--- config.mk ---
export PLATFORM = sky130hd
export DESIGN_NAME = vga_timing_gen
export DESIGN_NICKNAME = d
export VERILOG_FILES = /design/src/rtl/vga_pkg.sv /design/src/rtl/vga_axis_counter.sv /design/src/rtl/vga_timing_gen.sv
export SDC_FILE = /design/constraint.sdc
export NUM_CORES = 1
export LEC_CHECK = 0
export BUFFER_PORTS_ARGS = -buffer_cell sky130_fd_sc_hd__buf_4
export CORE_UTILIZATION = 55
export DETAILED_ROUTE_END_ITERATION = 8
export MAX_ROUTING_LAYER = met4
export PLACE_DENSITY = 0.9
export SLEW_MARGIN = 5
export SYNTH_ARGS = -nofsm -noshare
export SYNTH_HDL_FRONTEND = slang
export SYNTH_SLANG_ARGS = --single-unit
--- constraint.sdc ---
create_clock -name clk -period 6.6 [get_ports clk]
set_input_delay 0.66 -clock clk [delete_from_list [all_inputs] [get_ports clk]]
set_output_delay 0.66 -clock clk [all_outputs]
set_load 0.05 [all_outputs]
--- src/rtl/vga_pkg.sv ---
// vga_pkg: default 640x480 timing, colour-bar table and counter-width helper
package vga_pkg;
    localparam int DEF_H_ACTIVE = 640;
    localparam int DEF_H_FP = 16;
    localparam int DEF_H_SYNC = 96;
    localparam int DEF_H_BP = 48;
    localparam int DEF_V_ACTIVE = 480;
    localparam int DEF_V_FP = 10;
    localparam int DEF_V_SYNC = 2;
    localparam int DEF_V_BP = 33;
    // {r,g,b} on/off per bar; index 0 is the leftmost (white) bar
    localparam logic [7:0][2:0] BAR_RGB = {3'b000, 3'b001, 3'b100, 3'b101, 3'b010, 3'b011, 3'b110, 3'b111};
    function automatic int cnt_w(input int n);
        return n > 1 ? $clog2(n) : 1;
    endfunction
endpackage

--- src/rtl/vga_axis_counter.sv ---
// vga_axis_counter: one timing axis counter with active/sync decode and wrap strobe
module vga_axis_counter import vga_pkg::*; #(
    parameter int ACTIVE = DEF_H_ACTIVE,
    parameter int FP = DEF_H_FP,
    parameter int SYNC = DEF_H_SYNC,
    parameter int BP = DEF_H_BP,
    localparam int TOT = ACTIVE + FP + SYNC + BP,
    localparam int W = cnt_w(TOT)
) (
    input  logic         clk,
    input  logic         rst,
    input  logic         inc,
    output logic [W-1:0] cnt,
    output logic         active,
    output logic         sync,
    output logic         wrap
);
    logic [W-1:0] cnt_q, cnt_d;
    logic [W:0] cnt_x;
    // one spare bit so bounds equal to 2**W still compare correctly
    assign cnt_x = {1'b0, cnt_q};
    assign wrap = inc && cnt_x == (W+1)'(TOT - 1);
    assign cnt_d = wrap ? '0 : cnt_q + W'(inc);
    assign active = cnt_x < (W+1)'(ACTIVE);
    assign sync = cnt_x >= (W+1)'(ACTIVE + FP) && cnt_x < (W+1)'(ACTIVE + FP + SYNC);
    assign cnt = cnt_q;
    always_ff @(posedge clk) cnt_q <= !rst ? '0 : cnt_d;
endmodule

--- src/rtl/vga_timing_gen.sv ---
// vga_timing_gen: VGA sync/DE/pixel timing with frame-aligned 2x pixel doubling.
// Define VGA_PATTERN_EN to add pat_sel and the built-in test patterns.
module vga_timing_gen import vga_pkg::*; #(
    parameter int H_ACTIVE = DEF_H_ACTIVE,
    parameter int H_FP = DEF_H_FP,
    parameter int H_SYNC = DEF_H_SYNC,
    parameter int H_BP = DEF_H_BP,
    parameter int V_ACTIVE = DEF_V_ACTIVE,
    parameter int V_FP = DEF_V_FP,
    parameter int V_SYNC = DEF_V_SYNC,
    parameter int V_BP = DEF_V_BP,
    parameter bit HS_POL = 1'b0,
    parameter bit VS_POL = 1'b0,
    parameter int COLOR_W = 4,
    localparam int XW = cnt_w(H_ACTIVE + H_FP + H_SYNC + H_BP),
    localparam int YW = cnt_w(V_ACTIVE + V_FP + V_SYNC + V_BP)
) (
    input  logic                 clk,
    input  logic                 rst,
    input  logic                 mode,
    input  logic [3*COLOR_W-1:0] pix_in,
`ifdef VGA_PATTERN_EN
    input  logic [1:0]           pat_sel,
`endif
    output logic [XW-1:0]        x,
    output logic [YW-1:0]        y,
    output logic [COLOR_W-1:0]   r,
    output logic [COLOR_W-1:0]   g,
    output logic [COLOR_W-1:0]   b,
    output logic                 hs,
    output logic                 vs,
    output logic                 de,
    output logic                 frame_start,
    output logic [7:0]           frame_cnt
);
    logic [XW-1:0] h_cnt;
    logic [YW-1:0] v_cnt;
    logic h_act, h_sync, h_wrap, v_act, v_sync, v_wrap;
    logic sof_q, mode_q, de_q, hs_q, vs_q, fs_q;
    logic [7:0] fcnt_q;
    logic [3*COLOR_W-1:0] src, rgb_q;

    vga_axis_counter #(.ACTIVE(H_ACTIVE), .FP(H_FP), .SYNC(H_SYNC), .BP(H_BP)) u_h (
        .clk(clk), .rst(rst), .inc(1'b1), .cnt(h_cnt), .active(h_act), .sync(h_sync), .wrap(h_wrap));
    vga_axis_counter #(.ACTIVE(V_ACTIVE), .FP(V_FP), .SYNC(V_SYNC), .BP(V_BP)) u_v (
        .clk(clk), .rst(rst), .inc(h_wrap), .cnt(v_cnt), .active(v_act), .sync(v_sync), .wrap(v_wrap));

    assign x = mode_q ? h_cnt >> 1 : h_cnt;
    assign y = mode_q ? v_cnt >> 1 : v_cnt;

`ifdef VGA_PATTERN_EN
    logic [31:0] xe, ye;
    logic [2:0] bar;
    logic [COLOR_W-1:0] grey;
    assign xe = 32'(x);
    assign ye = 32'(y);
    assign bar = BAR_RGB[3'(xe / 32'(H_ACTIVE / 8))];
    assign grey = xe[COLOR_W+5:6];
    assign src = pat_sel == 2'd1 ? {{COLOR_W{bar[2]}}, {COLOR_W{bar[1]}}, {COLOR_W{bar[0]}}}
               : pat_sel == 2'd2 ? {(3*COLOR_W){xe[4] ^ ye[4]}}
               : pat_sel == 2'd3 ? {3{grey}} : pix_in;
`else
    assign src = pix_in;
`endif

    // sof_q marks the cycle with both counters at 0; reset leaves them there too
    always_ff @(posedge clk) begin
        if (!rst) begin
            sof_q <= 1'b1;
            mode_q <= 1'b0;
            de_q <= 1'b0;
            hs_q <= ~HS_POL;
            vs_q <= ~VS_POL;
            fs_q <= 1'b0;
            fcnt_q <= 8'd0;
            rgb_q <= '0;
        end else begin
            sof_q <= v_wrap;
            mode_q <= sof_q ? mode : mode_q;
            de_q <= h_act && v_act;
            hs_q <= h_sync ? HS_POL : ~HS_POL;
            vs_q <= v_sync ? VS_POL : ~VS_POL;
            fs_q <= sof_q;
            fcnt_q <= fcnt_q + 8'(sof_q);
            rgb_q <= h_act && v_act ? src : '0;
        end
    end

    assign {r, g, b} = rgb_q;
    assign de = de_q;
    assign hs = hs_q;
    assign vs = vs_q;
    assign frame_start = fs_q;
    assign frame_cnt = fcnt_q;
endmodule

==> results.txt, run 1 <==
CTS tree: done
First DRT Iteration DRCs: 151
Worst hold stages: 1
Die area: 3967 sq um
Detail Route Antenna Nets: 0
Gr ovfl total: 0
RR Startpoint: u_h.cnt[1]
Clk sinks: 46
Max-slew violation count: 0
Clock Skew: 0.003592 ns
Syn_area_per_cell: 9.384 sq um
Most common cell in the synthesized netlist: dfxtp_1
Area grow syn2layout: 27.40%
Final design utilization: 75.72%
Met2 usage: 41.67%
M1 GR Usage: 29.78%
HP Start: u_h.cnt[0]
Outcome: completed
Pwr/cell area: 215.0 nW/um^2
CTS H-tree lvls: 2
VDD IR max: 164.8 uV
Clock Latency Late Sink: 0.30 ns
Mapped Cells: 218
LEAKAGE: 0.001073 uW
DRC errors left: 0
Final wirelength: 4458 um
Post-CTS setup buffers: 0
RSZ-0062 raised after global routing: false
Min Clock Period, post-route: 2.787 ns
Commonest cells post-synth: dfxtp_1 (46), o21ai_0 (16), and2_1 (15), nand2_1 (15), mux2_2 (11)
Post-detail-place hpwl: 3142 um
Most Crowded Layer GR: met2
Tot GR Track Use: 25.05%
Syn Nets: 239
Worst r2r path cells: 8
Post-synth cell types: 35
Worst-path fanout max: 11
Synth area leaders: dfxtp_1 (45%), mux2_2 (6.1%), and2_1 (4.6%)
Top cell type by total area after synthesis: dfxtp_1
Die Span X: 62.99 um
Initial antenna violation count: 0
Asr flop ratio synth: 0%
CTS root buf: clkbuf_8
WS Path Type: register to register
I/O Pins: 59
Synth Register Bits: 46
Worst path required time: 6.80 ns
Placed Area: 2492 sq um
Yosys warns: 0
Cts-stage hold buffer count: 0
Share of the synthesized area in the top cell type: 45.02%
Vias/cell: 5.621
Hold EP: u_h.cnt[0]
Max_slew headroom: 35.45%
Number of buffers created by CTS: 5
Max-cap viol count: 0
Drt pass-1 iters: 4
Diode count: 0
Worst R2R Setup Slack: 3.81 ns
Clock slew at reported path FFs: 0.08 ns
Met3 Usage GRT: 5.292%
I/O Buffers: 58
Core area: 3442 sq um
Fin area: 2606 sq um
Worst setup SP type: register
Largest net degree at the start of global routing: 29
Wire per inst: 13.97 um
Setup violators final: 0
Max clock buf depth: 2
Setup_tns: 0 ns
Vias after detailed routing: 1,793
Final hold violation count: 0
Nets: 293
FF-to-FF End: u_v.cnt[6]
Worst slew pin tran: 0.9670 ns
Vias in the first global route: 1,637
CP arrival: 2.99 ns
Share of cells above drive strength 1: 31.14%
# rows: 21
Crit path capture type: register
Crit path launch: u_h.cnt[1]
Highest Clock Rate: 358.8 MHz
Gpl congestion: 0.8115
Post-route clock period utilization: 42.22%
Initial Utilization: 59.43%
Die height: 62.99 um
First-pass GRT wire length: 7631 um
Post-synth top flop: dfxtp_1
EDFF count, synth: 0
Worst hold path type: register to register
Hold WS: 0.4908 ns
Post-CTS sizing: 0
Sequential element share of the synthesized area: 45.02%
Filler Cells Inserted: 244
Synthesized area: 2046 sq um
registers in the layout, summed over array words and instances, names as in the netlist:
signal       cells
frame_cnt        8
rgb_q           12
u_v.cnt         10
u_h.cnt         10
vs               1
mode_q           1
hs               1
sof_q            1
frame_start      1
de               1
worst max-delay path: stages (launching register included):
cell	delay (ns)
dfxtp_1	0.41
ha_1	0.26
nand4_2	0.16
or4_4	0.56
clkinv_2	0.16
ha_1	0.23
nand2_2	0.13
or4_1	0.50
a221oi_1	0.27
final cells by class:
| class | instances | area, sq um | share of cell area [%] |
|---|---|---|---|
| repair buffers | 58 | 435.4 | 16.71 |
| multi-input cells | 152 | 1044 | 40.04 |
| clock buffers | 5 | 68.82 | 2.640 |
| flip-flops and latches | 46 | 920.9 | 35.33 |
| well taps | 46 | 57.56 | 2.208 |
| inverters | 9 | 35.03 | 1.344 |
| clock inverters | 3 | 45.04 | 1.728 |
cells by family (layout without fill, tap and decap cells):
group / after synthesis / in the layout / synth area share (%)
flip-flops: 46 / 46 / 45.02
XOR/XNOR: 10 / 10 / 4.281
multiplexers: 12 / 12 / 6.544
AND/OR/NAND/NOR: 83 / 83 / 23.24
AO/OA/AOI/OAI: 41 / 41 / 13.27
buffers and inverters: 20 / 75 / 3.976
adder cells (fa/ha/maj): 6 / 6 / 3.670
how the worst max path moves through the flow:
stage                 end  cells past startpoint
2_1_floorplan  u_v.cnt[6]                      8
3_3_place_gp   u_v.cnt[6]                      8
3_5_place_dp   u_v.cnt[6]                      8
4_1_cts        u_v.cnt[6]                      8
5_1_grt        u_v.cnt[6]                      8
6_report       u_v.cnt[6]                      8
placed cells by master (no fill, tap or decap), types with 2 or more instances in the layout:
cell / Yosys / routed
or4_1: 7 / 7
and3_1: 2 / 2
mux2_2: 11 / 11
nor2_1: 9 / 9
buf_4: 0 / 58
clkbuf_8: 0 / 5
a221oi_1: 4 / 4
o31ai_1: 6 / 6
nand2_1: 15 / 15
nand4_1: 5 / 5
xor2_1: 6 / 6
or3_1: 8 / 8
nor2b_1: 5 / 5
a211oi_1: 4 / 4
ha_1: 6 / 6
clkinvlp_4: 0 / 2
and2_1: 15 / 15
nand3_1: 9 / 9
xnor2_1: 4 / 4
a21oi_1: 8 / 8
dfxtp_1: 46 / 46
o21ai_0: 16 / 16
inv_1: 8 / 8
layer usage:
layer  vias up  wire (um)
li1        886          -
met1       823       1879
met2        76       2177
met3         8        321
met4         0         79
met5         -          0
report_power, final:
group	switching, uW	internal (uW)
combinational	39.2	22.2
sequential	7.79	285
clock	93.2	113
total	140	420
stage by stage:
stage	setup WS, ns	cells	total power [uW]
after global placement	3.969	311	359.7
after detailed placement	3.866	311	361.7
after global routing	3.665	319	582.0
final	3.813	319	560.3
after floorplan	4.099	218	339.3
after CTS	3.838	319	563.7
Power figures use the tool's default switching activity.
==> run 2: changes to the inputs <==
--- a/config.mk
+++ b/config.mk
@@ -6,10 +6,10 @@
 export NUM_CORES = 1
 export LEC_CHECK = 0
 export BUFFER_PORTS_ARGS = -buffer_cell sky130_fd_sc_hd__buf_4
-export CORE_UTILIZATION = 55
+export CORE_UTILIZATION = 51
 export DETAILED_ROUTE_END_ITERATION = 8
 export MAX_ROUTING_LAYER = met4
-export PLACE_DENSITY = 0.9
+export PLACE_DENSITY = 0.85
 export SLEW_MARGIN = 5
 export SYNTH_ARGS = -nofsm -noshare
 export SYNTH_HDL_FRONTEND = slang
==> constraint.sdc (replaced) <==
create_clock -name clk -period 2.7 [get_ports clk]
set_input_delay 0.27 -clock clk [delete_from_list [all_inputs] [get_ports clk]]
set_output_delay 0.27 -clock clk [all_outputs]
set_load 0.05 [all_outputs]
==> results.txt, run 2 (same netlist as run 1, synthesis figures left out) <==
Number of buffers created by CTS: 5 (unchanged)
DRC errors left: 0 (unchanged)
Diode count: 0 (unchanged)
Worst R2R Setup Slack: 0.12 ns (-3.69 ns)
Hold WS: 0.1684 ns (-0.3223 ns)
Gpl congestion: 0.8453 (+4.2%)
Largest net degree at the start of global routing: 29 (unchanged)
CTS tree: done
Highest Clock Rate: 387.3 MHz (+7.9%)
Setup violators final: 0 (unchanged)
VDD IR max: 397.6 uV (+140%)
Clock Latency Late Sink: 0.30 ns (about the same)
Largest register FFs: 12 (unchanged)
Nets: 295 (+0.68%)
First DRT Iteration DRCs: 71 (-53%)
I/O Pins: 59 (unchanged)
I/O Buffers: 58 (unchanged)
CP arrival: 2.79 ns (-0.20 ns)
Clock Skew: 0.003757 ns (+0.0001643 ns)
RR Startpoint: u_h.cnt[1]
Die area: 4269 sq um (+7.6%)
Most frequent cells in the layout: buf_4 (60), dfxtp_1 (44), o21ai_0 (16), nand2_1 (15), and2_1 (15)
Vias/cell: 5.474 (-2.6%)
First-pass GRT wire length: 7176 um (-6.0%)
Initial antenna violation count: 0 (unchanged)
Max-cap viol count: 0 (unchanged)
Worst r2r path cells: 8 (unchanged)
Clock slew at reported path FFs: 0.09 ns (about the same)
FF-to-FF End: u_v.cnt[8]
Clk sinks: 46 (unchanged)
Worst slew pin tran: 0.6330 ns (-0.3340 ns)
Crit path capture type: register
Post-CTS setup buffers: 0 (unchanged)
Die height: 65.34 um (+3.7%)
Max clock buf depth: 2 (unchanged)
Wire per inst: 13.43 um (-3.9%)
CTS H-tree lvls: 2 (unchanged)
Post-detail-place hpwl: 3117 um (-0.81%)
Gr ovfl total: 0 (unchanged)
Core area: 3744 sq um (+8.8%)
Reg with most FFs: rgb_q
Max-slew violation count: 0 (unchanged)
Post-route clock period utilization: 95.62% (+53 points)
Initial Utilization: 54.65% (-4.8 points)
Final wirelength: 4337 um (-2.7%)
Pwr/cell area: 523.7 nW/um^2 (+140%)
Crit path launch: u_h.cnt[1]
Min Clock Period, post-route: 2.582 ns (-0.2051 ns)
Tot GR Track Use: 22.82% (-2.2 points)
Detail Route Antenna Nets: 0 (unchanged)
Fin area: 2634 sq um (+1.1%)
Worst-path fanout max: 9 (-2)
Drt pass-1 iters: 4 (unchanged)
Area grow syn2layout: 28.75%
Worst setup margin: 0.1183 ns (-3.695 ns)
Vias in the first global route: 1,660 (+1.4%)
Worst hold path type: input port to register
Final design utilization: 70.35% (-5.4 points)
Worst path required time: 2.91 ns (-3.89 ns)
Die Span X: 65.34 um (+3.7%)
End point of the critical path: u_v.cnt[8]
LEAKAGE: 0.001098 uW (+2.3%)
Placed Area: 2510 sq um (+0.70%)
Max_slew headroom: 57.34% (+22 points)
Vias after detailed routing: 1,768 (-1.4%)
Most common cell after layout, fill and taps aside: buf_4
Share of cells above drive strength 1: 32.73% (+1.6 points)
CTS root buf: clkbuf_8
Outcome: completed
Pre-CTS setup slack: 0.08951 ns (-3.777 ns)
Worst setup SP type: register
# rows: 22 (+4.8%)
Final hold violation count: 0 (unchanged)
WS Path Type: register to register
run 2: routing by layer:
metal | wire length (um) | up-vias | track usage [%] | share of wire, %
met5 | 0 | - | - | 0
met3 | 271 | 6 | 6.250 | 6.2
li1 | - | 886 | - | -
met4 | 55 | 0 | 10.33 | 1.3
met1 | 1920 | 819 | 25.27 | 44
met2 | 2089 | 57 | 38.14 | 48
run 2: worst max-delay path, cell delays in order, from the launching register on:
cell and delay [ns]:
dfxtp_2 0.37, ha_2 0.23, nand4_2 0.16, or4_4 0.57, clkinv_2 0.07, ha_1 0.23, nand2_4 0.11, or4_1 0.49
a221oi_1 0.27
run 2: power breakdown:
part,internal (uW),switching (uW)
Clock,275,234
Combinational,55.6,103
Sequential,698,13.1
Total,1030,350
run 2: per-stage QoR:
step                      total power (uW)  setup TNS, ns  instances
after floorplan                      829.5              0        218
after global placement               881.4              0        315
after detailed placement             886.2              0        315
after CTS                             1392              0        323
after global routing                  1430      -0.009268        323
final                                 1379              0        323
run 2: cell type report:
cell class / instances / area (sq um)
fillers: 298 / 1110
inverters: 9 / 35.03
flip-flops and latches: 46 / 923.4
clock buffers: 5 / 68.82
well taps: 48 / 60.06
multi-input cells: 152 / 1051
repair buffers: 60 / 450.4
clock inverters: 3 / 45.04
run 2: how the worst min path moves through the flow:
stage	end	cells past startpoint	start
after detailed placement	u_h.cnt[0]	1	u_h.cnt[0]
after CTS	rgb_q[4]	2	pix_in[4]
after global routing	rgb_q[4]	2	pix_in[4]
after global placement	u_h.cnt[0]	1	u_h.cnt[0]
final	rgb_q[4]	2	pix_in[4]
after floorplan	sof_q	1	rst
run 2: timing repair:
item,CTS,global route
endpoints found under the setup margin,0,5
resized for setup,0,4
hold buffers,0,0
==> run 3: changes to the inputs <==
--- a/config.mk
+++ b/config.mk
@@ -6,10 +6,12 @@
 export NUM_CORES = 1
 export LEC_CHECK = 0
 export BUFFER_PORTS_ARGS = -buffer_cell sky130_fd_sc_hd__buf_4
+export CORE_ASPECT_RATIO = 1.2
 export CORE_UTILIZATION = 51
 export DETAILED_ROUTE_END_ITERATION = 8
 export MAX_ROUTING_LAYER = met4
 export PLACE_DENSITY = 0.85
+export SETUP_SLACK_MARGIN = 0.15
 export SLEW_MARGIN = 5
 export SYNTH_ARGS = -nofsm -noshare
 export SYNTH_HDL_FRONTEND = slang
==> results.txt, run 3 (same netlist as run 1, synthesis figures left out) <==
Largest register FFs: 12 (unchanged)
VDD IR max: 337.6 uV (-15%)
CP max-delay cell: or4_4
Min Clock Period, post-route: 2.442 ns (-0.1395 ns)
Clk sinks: 46 (unchanged)
Nets: 295 (unchanged)
Worst path required time: 2.91 ns (about the same)
Die Span X: 59.82 um (-8.4%)
Initial Utilization: 54.94% (+0.29 points)
Max-cap viol count: 0 (unchanged)
Vias in the first global route: 1,564 (-5.8%)
WS Path Type: register to register
Core area: 3724 sq um (-0.53%)
Detail Route Antenna Nets: 0 (unchanged)
Pwr/cell area: 517.6 nW/um^2 (-1.2%)
Final wirelength: 4601 um (+6.1%)
RSZ-0062 raised after global routing: false
# rows: 24 (+9.1%)
Gr ovfl total: 0 (unchanged)
Diode count: 0 (unchanged)
Max clock buf depth: 2 (unchanged)
LEAKAGE: 0.001095 uW (-0.20%)
Post-detail-place hpwl: 3107 um (-0.32%)
CP arrival: 2.65 ns (-0.14 ns)
Critical Path Max Stage Delay: 0.55 ns (-0.02 ns)
Post-CTS setup buffers: 0 (unchanged)
I/O Pins: 59 (unchanged)
Total power: 1383 uW (+0.31%)
Clock Latency Late Sink: 0.30 ns (about the same)
Vias/cell: 5.471 (about the same)
Crit path capture type: register
Highest Clock Rate: 409.5 MHz (+5.7%)
Die height: 71.38 um (+9.3%)
Setup violators final: 0 (unchanged)
Number of buffers created by CTS: 5 (unchanged)
DRC errors left: 0 (unchanged)
Reg with most FFs: rgb_q
CTS tree: done
First-pass GRT wire length: 7141 um (-0.49%)
Drt pass-1 iters: 4 (unchanged)
Initial antenna violation count: 0 (unchanged)
Most frequent cells in the layout: buf_4 (60), dfxtp_1 (42), o21ai_0 (16), nand2_1 (15), and2_1 (15)
Gpl congestion: 0.7841 (-7.2%)
Worst r2r path cells: 8 (unchanged)
Clock slew at reported path FFs: 0.09 ns (about the same)
Max-slew violation count: 0 (unchanged)
FF-to-FF End: u_v.cnt[5]
Worst-path fanout max: 10 (+1)
RR Startpoint: u_h.cnt[6]
Die area: 4270 sq um (about the same)
Share of cells above drive strength 1: 34.91% (+2.2 points)
Worst slew pin tran: 0.7089 ns (+0.07588 ns)
Most common cell after layout, fill and taps aside: buf_4
Clock Skew: 0.005129 ns (+0.001372 ns)
Worst path cell trace: or2_2 > or4_4 > clkinv_2 > buf_4 > ha_1 > nand2_1 > or3_1 > a221oi_1
Post-route clock period utilization: 90.45% (-5.2 points)
Crit path launch: u_h.cnt[6]
Final hold violation count: 0 (unchanged)
Wire per inst: 14.07 um (+4.8%)
Vias after detailed routing: 1,789 (+1.2%)
Worst R2R Setup Slack: 0.26 ns (+0.14 ns)
First DRT Iteration DRCs: 75 (+5.6%)
Setup_tns: 0 ns (unchanged)
Worst setup SP type: register
Max_slew headroom: 52.69% (-4.6 points)
I/O Buffers: 58 (unchanged)
CTS root buf: clkbuf_8
Tot GR Track Use: 22.52% (-0.30 points)
CTS H-tree lvls: 2 (unchanged)
Worst hold path type: input port to register
Area grow syn2layout: 30.64%
Outcome: completed
Largest net degree at the start of global routing: 29 (unchanged)
HP Start: pix_in[2]
End point of the critical path: u_v.cnt[5]
-- run 3: cell types whose count changed in the layout (fill, tap and decap cells not counted) --
cell	previous run	this run
a221oi_1	4	1
a221oi_2	1	4
dfxtp_1	44	42
dfxtp_2	2	4
ha_1	5	4
ha_4	0	1
-- run 3: final cells by class --
type	count	area, sq um
fillers	308	1051
repair buffers	60	450.4
flip-flops and latches	46	925.9
inverters	9	35.03
multi-input cells	152	1082
clock inverters	3	45.04
well taps	52	65.06
clock buffers	5	68.82
-- run 3: layer usage --
metal / routed length [um] / track usage (%) / up-vias
met5: 0 / - / -
li1: - / - / 884
met1: 1969 / 27.26 / 844
met4: 64 / 7.235 / 0
met2: 2332 / 36.67 / 55
met3: 234 / 5.054 / 6
-- run 3: report_power, final --
group | total, uW | internal (uW) | switching (uW) | leakage [uW]
logic | 158 | 55.4 | 103 | 0.000667
registers | 711 | 698 | 12.5 | 0.000378
clock network | 514 | 275 | 239 | 0.0000504
-- run 3: how the worst min path moves through the flow --
stage	endpoint	slack, ns	cells past startpoint
2_1_floorplan	sof_q	0.35	1
3_3_place_gp	u_h.cnt[0]	0.46	1
3_5_place_dp	u_h.cnt[0]	0.47	1
4_1_cts	rgb_q[5]	0.17	2
5_1_grt	rgb_q[8]	0.16	2
6_report	rgb_q[2]	0.17	2
-- run 3: stage by stage --
step                area [sq um]  hold slack [ns]  setup WS (ns)  utilization [%]  instances
floorplan                   2046           0.3462         0.1985                -        218
global placement            2515           0.4554         0.1646            67.54        319
detailed placement          2515           0.4699        0.06299            67.54        319
CTS                         2641           0.1653         0.1562            70.93        327
global route                2673           0.1638         0.1507            71.77        327
finish                      2673           0.1717         0.2578            71.77        327
-- run 3: worst max-delay path, delay by kind of cell, from the launching register on --
kind,cells,cell delay (ns)
AO/OA/AOI/OAI,1,0.26
flip-flops,1,0.36
AND/OR/NAND/NOR,4,1.27
buffers and inverters,2,0.27
adder cells (fa/ha/maj),1,0.20
-- run 3: what timing repair did --
item,in CTS,in global routing
hold buffers,0,0
pin swaps,0,1
endpoints found under the setup margin,4,5
gates resized for setup,5,6
